`src/rtl/ysyx_arb_pkg.sv`:
```
// Shared encodings for the IFU/LSU memory arbiter: FSM states, owner tags, bus response codes.
package ysyx_arb_pkg;

    typedef enum logic [2:0] {
        IDLE,
        AR,
        R,
        AW,
        B,
        RESP
    } arb_state_t;

    typedef enum logic [1:0] {
        NONE,
        IFU,
        LSU_R,
        LSU_W
    } arb_owner_t;

    localparam logic [1:0] RESP_OKAY = 2'b00;

endpackage

```
`src/rtl/ysyx_arb_pick.sv`:
```
// Combinational request picker: one-hot grant {lsu_w, lsu_r, ifu} plus owner tag.
// ARB_RR_EN: IFU-vs-LSU ties alternate on the last-owner bit; otherwise LSU has fixed priority.
module ysyx_arb_pick
    import ysyx_arb_pkg::*;
(
    input  logic       ifu_req,
    input  logic       lsu_r_req,
    input  logic       lsu_w_req,
`ifdef ARB_RR_EN
    input  logic       last_lsu,
`endif
    output logic [2:0] grant,
    output arb_owner_t owner
);

    logic lsu_req;
    logic lsu_wins;

    always_comb begin
        lsu_req = lsu_r_req | lsu_w_req;
`ifdef ARB_RR_EN
        lsu_wins = lsu_req & (~ifu_req | ~last_lsu);
`else
        lsu_wins = lsu_req;
`endif
        grant = '0;
        owner = NONE;
        // Write always beats read inside the LSU, regardless of arbitration mode.
        if (lsu_wins) begin
            if (lsu_w_req) begin
                grant = 3'b100;
                owner = LSU_W;
            end else begin
                grant = 3'b010;
                owner = LSU_R;
            end
        end else if (ifu_req) begin
            grant = 3'b001;
            owner = IFU;
        end
    end

endmodule

```
`src/rtl/ysyx_mem_arbiter.sv`:
```
// Serializes IFU and LSU accesses onto one AXI4-Lite-style bus, one transaction at a time.
// Optional macro ARB_RR_EN selects round-robin IFU/LSU arbitration.
module ysyx_mem_arbiter
    import ysyx_arb_pkg::*;
#(
    parameter int ADDR_W = 32,
    parameter int DATA_W = 32
) (
    input  logic                clk,
    input  logic                rst_n,
    input  logic [ADDR_W-1:0]   ifu_araddr,
    input  logic                ifu_arvalid,
    output logic                ifu_rvalid,
    input  logic [ADDR_W-1:0]   lsu_araddr,
    input  logic                lsu_arvalid,
    output logic                lsu_rvalid,
    input  logic [ADDR_W-1:0]   lsu_awaddr,
    input  logic [DATA_W-1:0]   lsu_wdata,
    input  logic [DATA_W/8-1:0] lsu_wstrb,
    input  logic                lsu_wvalid,
    output logic                lsu_wready,
    output logic [DATA_W-1:0]   up_rdata,
    output logic                up_err,
    output logic [ADDR_W-1:0]   mem_araddr,
    output logic                mem_arvalid,
    input  logic                mem_arready,
    input  logic [DATA_W-1:0]   mem_rdata,
    input  logic [1:0]          mem_rresp,
    input  logic                mem_rvalid,
    output logic                mem_rready,
    output logic [ADDR_W-1:0]   mem_awaddr,
    output logic                mem_awvalid,
    input  logic                mem_awready,
    output logic [DATA_W-1:0]   mem_wdata,
    output logic [DATA_W/8-1:0] mem_wstrb,
    output logic                mem_wvalid,
    input  logic                mem_wready,
    input  logic [1:0]          mem_bresp,
    input  logic                mem_bvalid,
    output logic                mem_bready
);

    arb_state_t          state;
    arb_owner_t          owner;
    arb_owner_t          pick_owner;
    logic [2:0]          grant;
    logic [ADDR_W-1:0]   addr_q;
    logic [DATA_W-1:0]   wdata_q;
    logic [DATA_W/8-1:0] wstrb_q;
    logic                aw_done;
    logic                w_done;
    logic                aw_hs;
    logic                w_hs;
`ifdef ARB_RR_EN
    logic                last_lsu;
`endif

    ysyx_arb_pick u_pick (
        .ifu_req   (ifu_arvalid),
        .lsu_r_req (lsu_arvalid),
        .lsu_w_req (lsu_wvalid),
`ifdef ARB_RR_EN
        .last_lsu  (last_lsu),
`endif
        .grant     (grant),
        .owner     (pick_owner)
    );

    assign mem_araddr = addr_q;
    assign mem_awaddr = addr_q;
    assign mem_wdata  = wdata_q;
    assign mem_wstrb  = wstrb_q;
    assign aw_hs      = mem_awvalid & mem_awready;
    assign w_hs       = mem_wvalid & mem_wready;

    always_ff @(posedge clk or negedge rst_n) begin
        if (!rst_n) begin
            state       <= IDLE;
            owner       <= NONE;
            addr_q      <= '0;
            wdata_q     <= '0;
            wstrb_q     <= '0;
            aw_done     <= 1'b0;
            w_done      <= 1'b0;
            mem_arvalid <= 1'b0;
            mem_rready  <= 1'b0;
            mem_awvalid <= 1'b0;
            mem_wvalid  <= 1'b0;
            mem_bready  <= 1'b0;
            ifu_rvalid  <= 1'b0;
            lsu_rvalid  <= 1'b0;
            lsu_wready  <= 1'b0;
            up_rdata    <= '0;
            up_err      <= 1'b0;
`ifdef ARB_RR_EN
            last_lsu    <= 1'b0;
`endif
        end else begin
            case (state)
                IDLE: begin
                    if (|grant) begin
                        owner  <= pick_owner;
                        addr_q <= grant[2] ? lsu_awaddr :
                                  grant[1] ? lsu_araddr : ifu_araddr;
`ifdef ARB_RR_EN
                        last_lsu <= ~grant[0];
`endif
                        if (grant[2]) begin
                            wdata_q     <= lsu_wdata;
                            wstrb_q     <= lsu_wstrb;
                            aw_done     <= 1'b0;
                            w_done      <= 1'b0;
                            mem_awvalid <= 1'b1;
                            mem_wvalid  <= 1'b1;
                            state       <= AW;
                        end else begin
                            mem_arvalid <= 1'b1;
                            state       <= AR;
                        end
                    end
                end
                AR: begin
                    if (mem_arready) begin
                        mem_arvalid <= 1'b0;
                        mem_rready  <= 1'b1;
                        state       <= R;
                    end
                end
                R: begin
                    if (mem_rvalid) begin
                        mem_rready <= 1'b0;
                        up_rdata   <= mem_rdata;
                        up_err     <= (mem_rresp != RESP_OKAY);
                        ifu_rvalid <= (owner == IFU);
                        lsu_rvalid <= (owner == LSU_R);
                        state      <= RESP;
                    end
                end
                AW: begin
                    // AW and W complete independently; leave once both have handshaken.
                    if (aw_hs) begin
                        mem_awvalid <= 1'b0;
                        aw_done     <= 1'b1;
                    end
                    if (w_hs) begin
                        mem_wvalid <= 1'b0;
                        w_done     <= 1'b1;
                    end
                    if ((aw_done | aw_hs) && (w_done | w_hs)) begin
                        mem_bready <= 1'b1;
                        state      <= B;
                    end
                end
                B: begin
                    if (mem_bvalid) begin
                        mem_bready <= 1'b0;
                        up_err     <= (mem_bresp != RESP_OKAY);
                        lsu_wready <= 1'b1;
                        state      <= RESP;
                    end
                end
                RESP: begin
                    ifu_rvalid <= 1'b0;
                    lsu_rvalid <= 1'b0;
                    lsu_wready <= 1'b0;
                    up_err     <= 1'b0;
                    owner      <= NONE;
                    state      <= IDLE;
                end
                default: state <= IDLE;
            endcase
        end
    end

endmodule
```
`config.mk`:
```
export PLATFORM = sky130hd
export DESIGN_NAME = ysyx_mem_arbiter
export DESIGN_NICKNAME = d
export VERILOG_FILES = /design/src/rtl/ysyx_arb_pkg.sv /design/src/rtl/ysyx_arb_pick.sv /design/src/rtl/ysyx_mem_arbiter.sv
export SDC_FILE = /design/constraint.sdc
export NUM_CORES = 1
export LEC_CHECK = 0
export ABC_AREA = 1
export CAP_MARGIN = 20
export CORE_MARGIN = 3
export CORE_UTILIZATION = 40
export DETAILED_ROUTE_END_ITERATION = 7
export PLACE_DENSITY = 0.81
export SLEW_MARGIN = 20
export SYNTH_ARGS = -nofsm -noshare
export SYNTH_HDL_FRONTEND = slang
export SYNTH_SLANG_ARGS = --single-unit
export TNS_END_PERCENT = 30
```
`constraint.sdc`:
```
create_clock -name clk -period 2.2 [get_ports clk]
set_clock_uncertainty 0.1 [all_clocks]
set_input_delay 0.66 -clock clk [delete_from_list [all_inputs] [get_ports clk]]
set_output_delay 0.66 -clock clk [all_outputs]
set_load 0.02 [all_outputs]
```
==> results of run 1 <==
## worst register-to-register path: cells and delay by family, from the launching register on
kind	cells	cell delay (ns)
compound gates	2	0.31
buf+inv	1	0.23
flops	1	0.48
simple gates	3	0.36
## flip-flops by register name, indices dropped and copies added, names as in the netlist
| signal | count |
|---|---|
| mem_wvalid | 1 |
| owner | 2 |
| ifu_rvalid | 1 |
| up_rdata | 32 |
| mem_arvalid | 1 |
| state | 3 |
| mem_bready | 1 |
| lsu_rvalid | 1 |
| mem_wdata | 32 |
| w_done | 1 |
| mem_rready | 1 |
| mem_araddr | 32 |
| aw_done | 1 |
| mem_awvalid | 1 |
| lsu_wready | 1 |
| mem_wstrb | 4 |
| up_err | 1 |
## logic make-up after synthesis
| group | Yosys count | synth area share, % |
|---|---|---|
| AO/OA/AOI/OAI | 30 | 3.67 |
| flip-flops | 116 | 53.2 |
| buffers and inverters | 84 | 10.1 |
| AND/OR/NAND/NOR | 454 | 33.0 |
## cells in the mapped netlist (3+ instances only)
library cell	instances	area share, %
nand2_2	5	0.57
buf_6	9	1.9
a22oi_1	6	0.83
nand2_1	389	27
inv_1	15	1.0
o21a_1	8	1.1
o21ai_0	7	0.64
nand3_1	42	3.9
dfrtp_1	116	53
inv_2	4	0.28
nor2_1	13	0.89
buf_2	13	1.2
buf_4	40	5.5
clkbuf_1	3	0.21
## per-layer routing
| metal | vias to the layer above | wire, microns | track usage, % | share of wire [%] |
|---|---|---|---|---|
| met5 | - | 0 | 0 | 0 |
| met4 | 0 | 443 | 9.52 | 2.4 |
| met3 | 33 | 1760 | 8.20 | 9.3 |
| met2 | 267 | 9500 | 40.6 | 50 |
| met1 | 2601 | 7120 | 28.2 | 38 |
| li1 | 2676 | - | - | - |
## worst paths after layout
kind / cells past startpoint / slack, ns / end / startpoint
min in group clk: 1 / 0.36 / lsu_rvalid / owner[0]
worst min register to register: 1 / 0.36 / lsu_rvalid / owner[0]
worst min-delay path: 1 / 0.07 / mem_wdata[29] / rst_n
worst max-delay path: 1 / 0.04 / ifu_rvalid / ifu_rvalid
max in group asynchronous: 2 / 1.39 / up_rdata[20] / rst_n
worst max register to register: 6 / 0.61 / mem_araddr[24] / state[0]
## cell type report
class | instances | area (sq um)
multi-input cells | 484 | 2000
clock inverters | 9 | 199
well taps | 176 | 220
fillers | 1000 | 3860
flip-flops and latches | 116 | 2900
inverters | 19 | 71.3
clock buffers | 23 | 468
repair buffers | 340 | 3570
## power by group
group	total, mW	switching (mW)	internal [mW]
registers	3.81	0.679	3.13
clock network	3.12	0.942	2.18
logic	6.40	3.49	2.91
total	13.3	5.11	8.22
## repair_timing
| item | 4_1_cts | 5_1_grt |
|---|---|---|
| gates resized for setup | 23 | 50 |
| hold buffers | 0 | 0 |
| setup endpoints to repair | 23 | 53 |
==> reports/results.md, run 1 <==
| Result | Reported |
|---|---|
| Number of nets produced by synthesis | 862 |
| Antenna violation net count after detailed routing | 0 |
| Number of antenna violations at the first check in global routing | 0 |
| Number of flops mapped to enable cells by yosys | 0 |
| Number of distinct library cell variants in the gate-level netlist after synthesis | 24 |
| TritonCTS Buffers | 17 |
| CORE AREA | 13,300 sq um |
| Post-DR vias/cell | 4.78 |
| Drt initial violations | 330 |
| Status | finished clean |
| Detailed-route wire length per cell | 16.1 microns |
| Average size of a mapped cell | 7.97 sq um |
| Length of the first detailed-routing pass in iterations | 5 |
| Area Growth Syn to Fin | 72.9% |
| Worst vdd rail ir drop | 804 uV |
| Final routed wirelength across all metal layers | 18.8 mm |
| Gate family responsible for the most delay along the worst path | buffers and inverters |
| Clock edge transition at the registers on the reported setup and hold paths | 0.05 ns |
| Pin count of the biggest net entering global routing | 40 |
| Worst slack after detailed placement | -0.0433 ns |
| Post-Synthesis Cell Area | 5450 sq um |
| Total of warnings raised by yosys | 0 |
| Highest-count cells in the layout ignoring fill and taps | nand2_1, clkdlybuf4s50_1, dfrtp_1, dlymetal6s2s_1, nand3_1 |
| Max stage delay cell, worst path | clkdlybuf4s50_1 |
| Share of the yosys chip area belonging to registers | 53.2% |
| Final critical delay including setup and external delays | 2.16 ns |
| Clock Sink Count | 116 |
| RSZ-0062 raised after global routing | no |
| Postcts setup bufs | 0 |
| Largest stage delay, worst path | 0.65 ns |
| Worst path arrival time | 1.40 ns |
| Placed instance area | 8670 sq um |
| Antenna fix cells | 0 |
| Total Neg Setup Slack | 0 ns |
| Worst setup path category | flop to primary output |
| Final cell count without fillers | 1,167 |
| Die Height | 123 microns |
| Max-Slew Margin vs Limit | 75.4% |
| Leading cell type in the layout, fill and taps excluded | nand2_1 |
| Fraction of synthesis flops using an asynchronous set or reset pin | 100% |
| Number of max-slew violations in the final report | 0 |
| GRT Total Usage | 24.1% |
| Synthesized instance count | 684 |
| Post-placement cell count | 1,135 |
| Design Power | 13.3 mW |
| Most used flip-flop cell after synthesis | dfrtp_1 |
| Biggest fanout along the worst timing path | 2 |
| Synthesis-stage register bit count | 116 |
| Port Buffer Count | 318 |
| Measured slew at the worst slew-check pin | 0.369 ns |
| GR Overflow Total | 0 |
| Layout cell share with drive strength beyond 1 | 6.56% |
| Global-route wire length before repair | 27.9 mm |
| Later-pin clock latency in the skew report | 0.40 ns |
| Total number of placement rows | 42 |
| Worst path buffer plus inverter count | 1 |
| Core utilization of the finished layout | 70.9% |
| Critical path capture point type | primary output |
| Final hold violation count | 0 |
| Final setup viols | 0 |
| Top Ports | 319 |
| Half-perimeter wire length after placement | 13.9 mm |
| Critical Path, Cell by Cell | clkdlybuf4s50_1 |
| Die outline area | 15,100 sq um |
| Total leakage power | 5.09 nW |
| Vias after detailed routing | 5,577 |
| Clock tree root buffer cell | clkbuf_16 |
| Number of design rule violations left after detail routing | 0 |
| Ratio of final minimum period to clock period | 98.0% |
| Power density over the cells | 1410 nW/um^2 |
| Final design instance area without fill | 9430 sq um |
| Final worst-path setup slack | 0.0439 ns |
| Vias in the first global route | 5,327 |
| Final Hold Slack | 0.0685 ns |
| Required arrival time at the worst endpoint | 1.44 ns |
| Maximum clock frequency | 464 MHz |
| Weighted congestion at the end of routability-driven global placement | 0.850 |
| Die Width | 123 microns |
| Net count, final | 1,156 |
| Initial core utilization | 41.0% |
| H-tree depth reported by CTS | 4 |
| Max-cap check violation count | 0 |
| Hold crit path type | input port to asynchronous set/reset pin |
| TritonCTS clock tree | built |
| Bufs on Longest Clock Path | 2 |
| Worst Setup Start Kind | flop |
No activity file was read; power rests on OpenSTA's default activity.
==> inputs of run 2 (changes only) <==
CORE_UTILIZATION = 35   (was 40)
PLACE_DENSITY = 0.75   (was 0.81)
clock period = 1.7 ns   (was 2.2 ns; I/O delays follow)
==> run 2 against run 1 <==
Net effect: the run now ends with setup timing left; flip-flop and latch count is the same; sequential power grew 30%; die area grew 14%; worst setup slack lost 0.082 ns; first-iteration DRC count shrank 20%; sequential share of layout area grew 1.5 points; global-route usage shrank 2.1 points; register-to-register slack lost 0.47 ns; cell count grew 1.5%; worst hold slack gained 0.29 ns.
==> reports/results.md, run 2 (same netlist as run 1, synthesis figures left out) <==
| Result | Reported | Change |
|---|---|---|
| Weighted congestion at the end of routability-driven global placement | 0.863 | +1.5% |
| Violated checks | setup timing |  |
| Gate family responsible for the most delay along the worst path | flip-flops |  |
| Status | complete, but fails checks |  |
| Vias in the first global route | 5,583 | +4.8% |
| Top Ports | 319 | unchanged |
| Clock Sink Count | 116 | unchanged |
| Number of design rule violations left after detail routing | 0 | unchanged |
| Worst vdd rail ir drop | 979 uV | +22% |
| Antenna violation net count after detailed routing | 0 | unchanged |
| Die Width | 131 microns | +6.6% |
| Switching power share of the total | 41.2% | +2.8 points |
| Sequential group share of total power | 30.6% | +2.0 points |
| Worst slack after detailed placement | -0.352 ns | -0.309 ns |
| Maximum clock frequency | 575 MHz |  |
| Global-route wire length before repair | 28.9 mm | +3.5% |
| Critical path capture point type | primary output |  |
| Critical Path, Cell by Cell | dlygate4sd2_1 |  |
| Number of max-slew violations in the final report | 0 | unchanged |
| Sum of met3 wire segment lengths after detailed routing | 2.05 mm | +17% |
| Worst setup path category | flop to primary output |  |
| Pin count of the biggest net entering global routing | 33 | -18% |
| Startpoint of the worst-slack reg-to-reg timing path | state[0] |  |
| Final routed wirelength across all metal layers | 19.4 mm | +3.1% |
| TritonCTS clock tree | built |  |
| Half-perimeter wire length after placement | 14.8 mm | +6.0% |
| Clock edge transition at the registers on the reported setup and hold paths | 0.05 ns | about the same |
| Measured slew at the worst slew-check pin | 0.416 ns | +0.0468 ns |
| TritonCTS Buffers | 17 | unchanged |
| GR Overflow Total | 0 | unchanged |
| Hold crit path type | flop to flop |  |
| Initial core utilization | 36.7% | -4.3 points |
| Die Height | 131 microns | +6.6% |
| Final critical delay including setup and external delays | 1.74 ns |  |
| Total number of placement rows | 44 | +4.8% |
| Net count, final | 1,169 | +1.1% |
| Length of the first detailed-routing pass in iterations | 4 | -1 |
| Highest-count cells in the layout ignoring fill and taps | nand2_1, clkdlybuf4s50_1, dfrtp_1, buf_2, clkdlybuf4s15_2 |  |
| Critical path launch point | mem_araddr[20] |  |
| GRT Total Usage | 22.0% | -2.1 points |
| Total area of multi-input combinational cells | 2010 sq um | +0.50% |
| Number of fill cells in the layout | 1,340 | +34% |
| Number of cells on the worst reg-to-reg path | 8 | +2 |
| Leading cell type in the layout, fill and taps excluded | nand2_1 |  |
| Cell internal power dissipation | 9.56 mW | +16% |
| Final hold violation count | 0 | unchanged |
| Clock tree root buffer cell | clkbuf_16 |  |
| Worst flop-to-flop path endpoint | mem_wdata[30] |  |
| Final worst-path setup slack | -0.0379 ns | -0.0818 ns |
| Max stage delay cell, worst path | dfrtp_1 |  |
| Worst path arrival time | 1.13 ns | -0.27 ns |
| Endpoint of the most critical setup path | mem_araddr[20] |  |
| Bufs on Longest Clock Path | 2 | unchanged |
| Detailed-route wire length per cell | 16.4 microns | +1.5% |
| Total leakage power | 4.60 nW | -9.6% |
| Post-DR vias/cell | 4.64 | -2.8% |
| Part of the power in the clock network | 23.1% | -0.3 points |
| Worst path depth | 1 | unchanged |
| Reg area | 2900 sq um | about the same |
| Logic gate share of total power | 46.3% | -1.7 points |
| Worst setup slack for register-to-register paths | 0.14 ns | -0.47 ns |
| Later-pin clock latency in the skew report | 0.41 ns | about the same |
| Worst Setup Start Kind | flop |  |
| Port Buffer Count | 318 | unchanged |
| Vias after detailed routing | 5,502 | -1.3% |
| Worst path buffer plus inverter count | 1 | unchanged |
| Area Growth Syn to Fin | 65.0% |  |
| Postcts setup bufs | 0 | unchanged |
| Ratio of final minimum period to clock period | 102% |  |
| RSZ-0062 raised after global routing | yes |  |
| CORE AREA | 14,900 sq um | +12% |
| Biggest fanout along the worst timing path | 3 | +1 |
| Core utilization of the finished layout | 60.5% | -10 points |
| Number of antenna violations at the first check in global routing | 0 | unchanged |
| Max-cap check violation count | 0 | unchanged |
| Die outline area | 17,100 sq um | +14% |
| Top metal layer carrying routed signals | met4 |  |
| Max-Slew Margin vs Limit | 72.3% | -3.1 points |
| Required arrival time at the worst endpoint | 1.09 ns | -0.35 ns |
| Power density over the cells | 1810 nW/um^2 | +28% |
| H-tree depth reported by CTS | 4 | unchanged |
| Net load switching power | 6.69 mW | +31% |
| Largest stage delay, worst path | 0.40 ns | -0.25 ns |
| Final setup viols | 2 | +2 |
| Met2 layer wire length in the routed design | 9.80 mm | +3.1% |
| Layout cell share with drive strength beyond 1 | 21.9% | +15 points |
| Antenna fix cells | 0 | unchanged |
| Detailed-route wire length on metal 1 | 7.23 mm | +1.5% |
| Drt initial violations | 265 | -20% |
-- run 2: timing repair --
action	4_1_cts	5_1_grt
endpoints found under the setup margin	141	57
endpoints found under the hold margin	19	0
resized for setup	452	56
pin swaps	0	0
hold buffers	1	0
-- run 2: through the flow --
step / setup TNS (ns) / hold WS (ns) / instances / power [mW] / area [sq um]
after global routing: -0.183 / 0.376 / 1185 / 17.3 / 9000
after CTS: -0.350 / 0.356 / 1185 / 16.8 / 9290
final: -0.0751 / 0.359 / 1185 / 16.2 / 9000
after global placement: -14.68 / 0.340 / 1155 / 13.6 / 8790
after detailed placement: -16.34 / 0.348 / 1155 / 13.7 / 8790
after floorplan: 0 / 0.114 / 684 / 9.60 / 5450
-- run 2: layer usage --
| layer | up-vias | track usage (%) |
|---|---|---|
| met5 | - | 0 |
| met1 | 2550 | 24.1 |
| met2 | 237 | 38.6 |
| li1 | 2691 | - |
| met4 | 0 | 7.08 |
| met3 | 24 | 9.43 |
-- run 2: area by class of cell --
class	count	area share (%)
inverters	19	0.793
clock buffers	20	5.19
well taps	184	2.56
repair buffers	353	35.1
clock inverters	9	1.71
flip-flops and latches	116	32.3
multi-input cells	484	22.4
-- run 2: worst min-delay path by stage --
stage / from / end / slack [ns] / cells past startpoint
2_1_floorplan: rst_n / aw_done / 0.11 / 0
3_5_place_dp: owner[1] / ifu_rvalid / 0.35 / 1
5_1_grt: owner[1] / ifu_rvalid / 0.38 / 1
3_3_place_gp: owner[1] / ifu_rvalid / 0.34 / 1
4_1_cts: owner[1] / ifu_rvalid / 0.36 / 1
6_report: owner[1] / ifu_rvalid / 0.36 / 1
-- run 2: power by group through the flow --
stage / clock network, mW / registers, mW / logic (mW)
after CTS: 3.84 / 4.99 / 7.93
final: 3.76 / 4.97 / 7.52
after global placement: 0 / 4.99 / 8.57
after detailed placement: 0 / 5.00 / 8.71
after global routing: 3.99 / 5.12 / 8.17
after floorplan: 0 / 6.23 / 3.37
-- run 2: worst reg2reg max path, stage by stage (launching register included) --
cell and delay [ns]:
dfrtp_1 0.48, nor2_4 0.17, nand2_2 0.11, inv_2 0.10, nand2_2 0.09, inv_2 0.10
buf_12 0.17, nand2_1 0.11, nand2_1 0.07
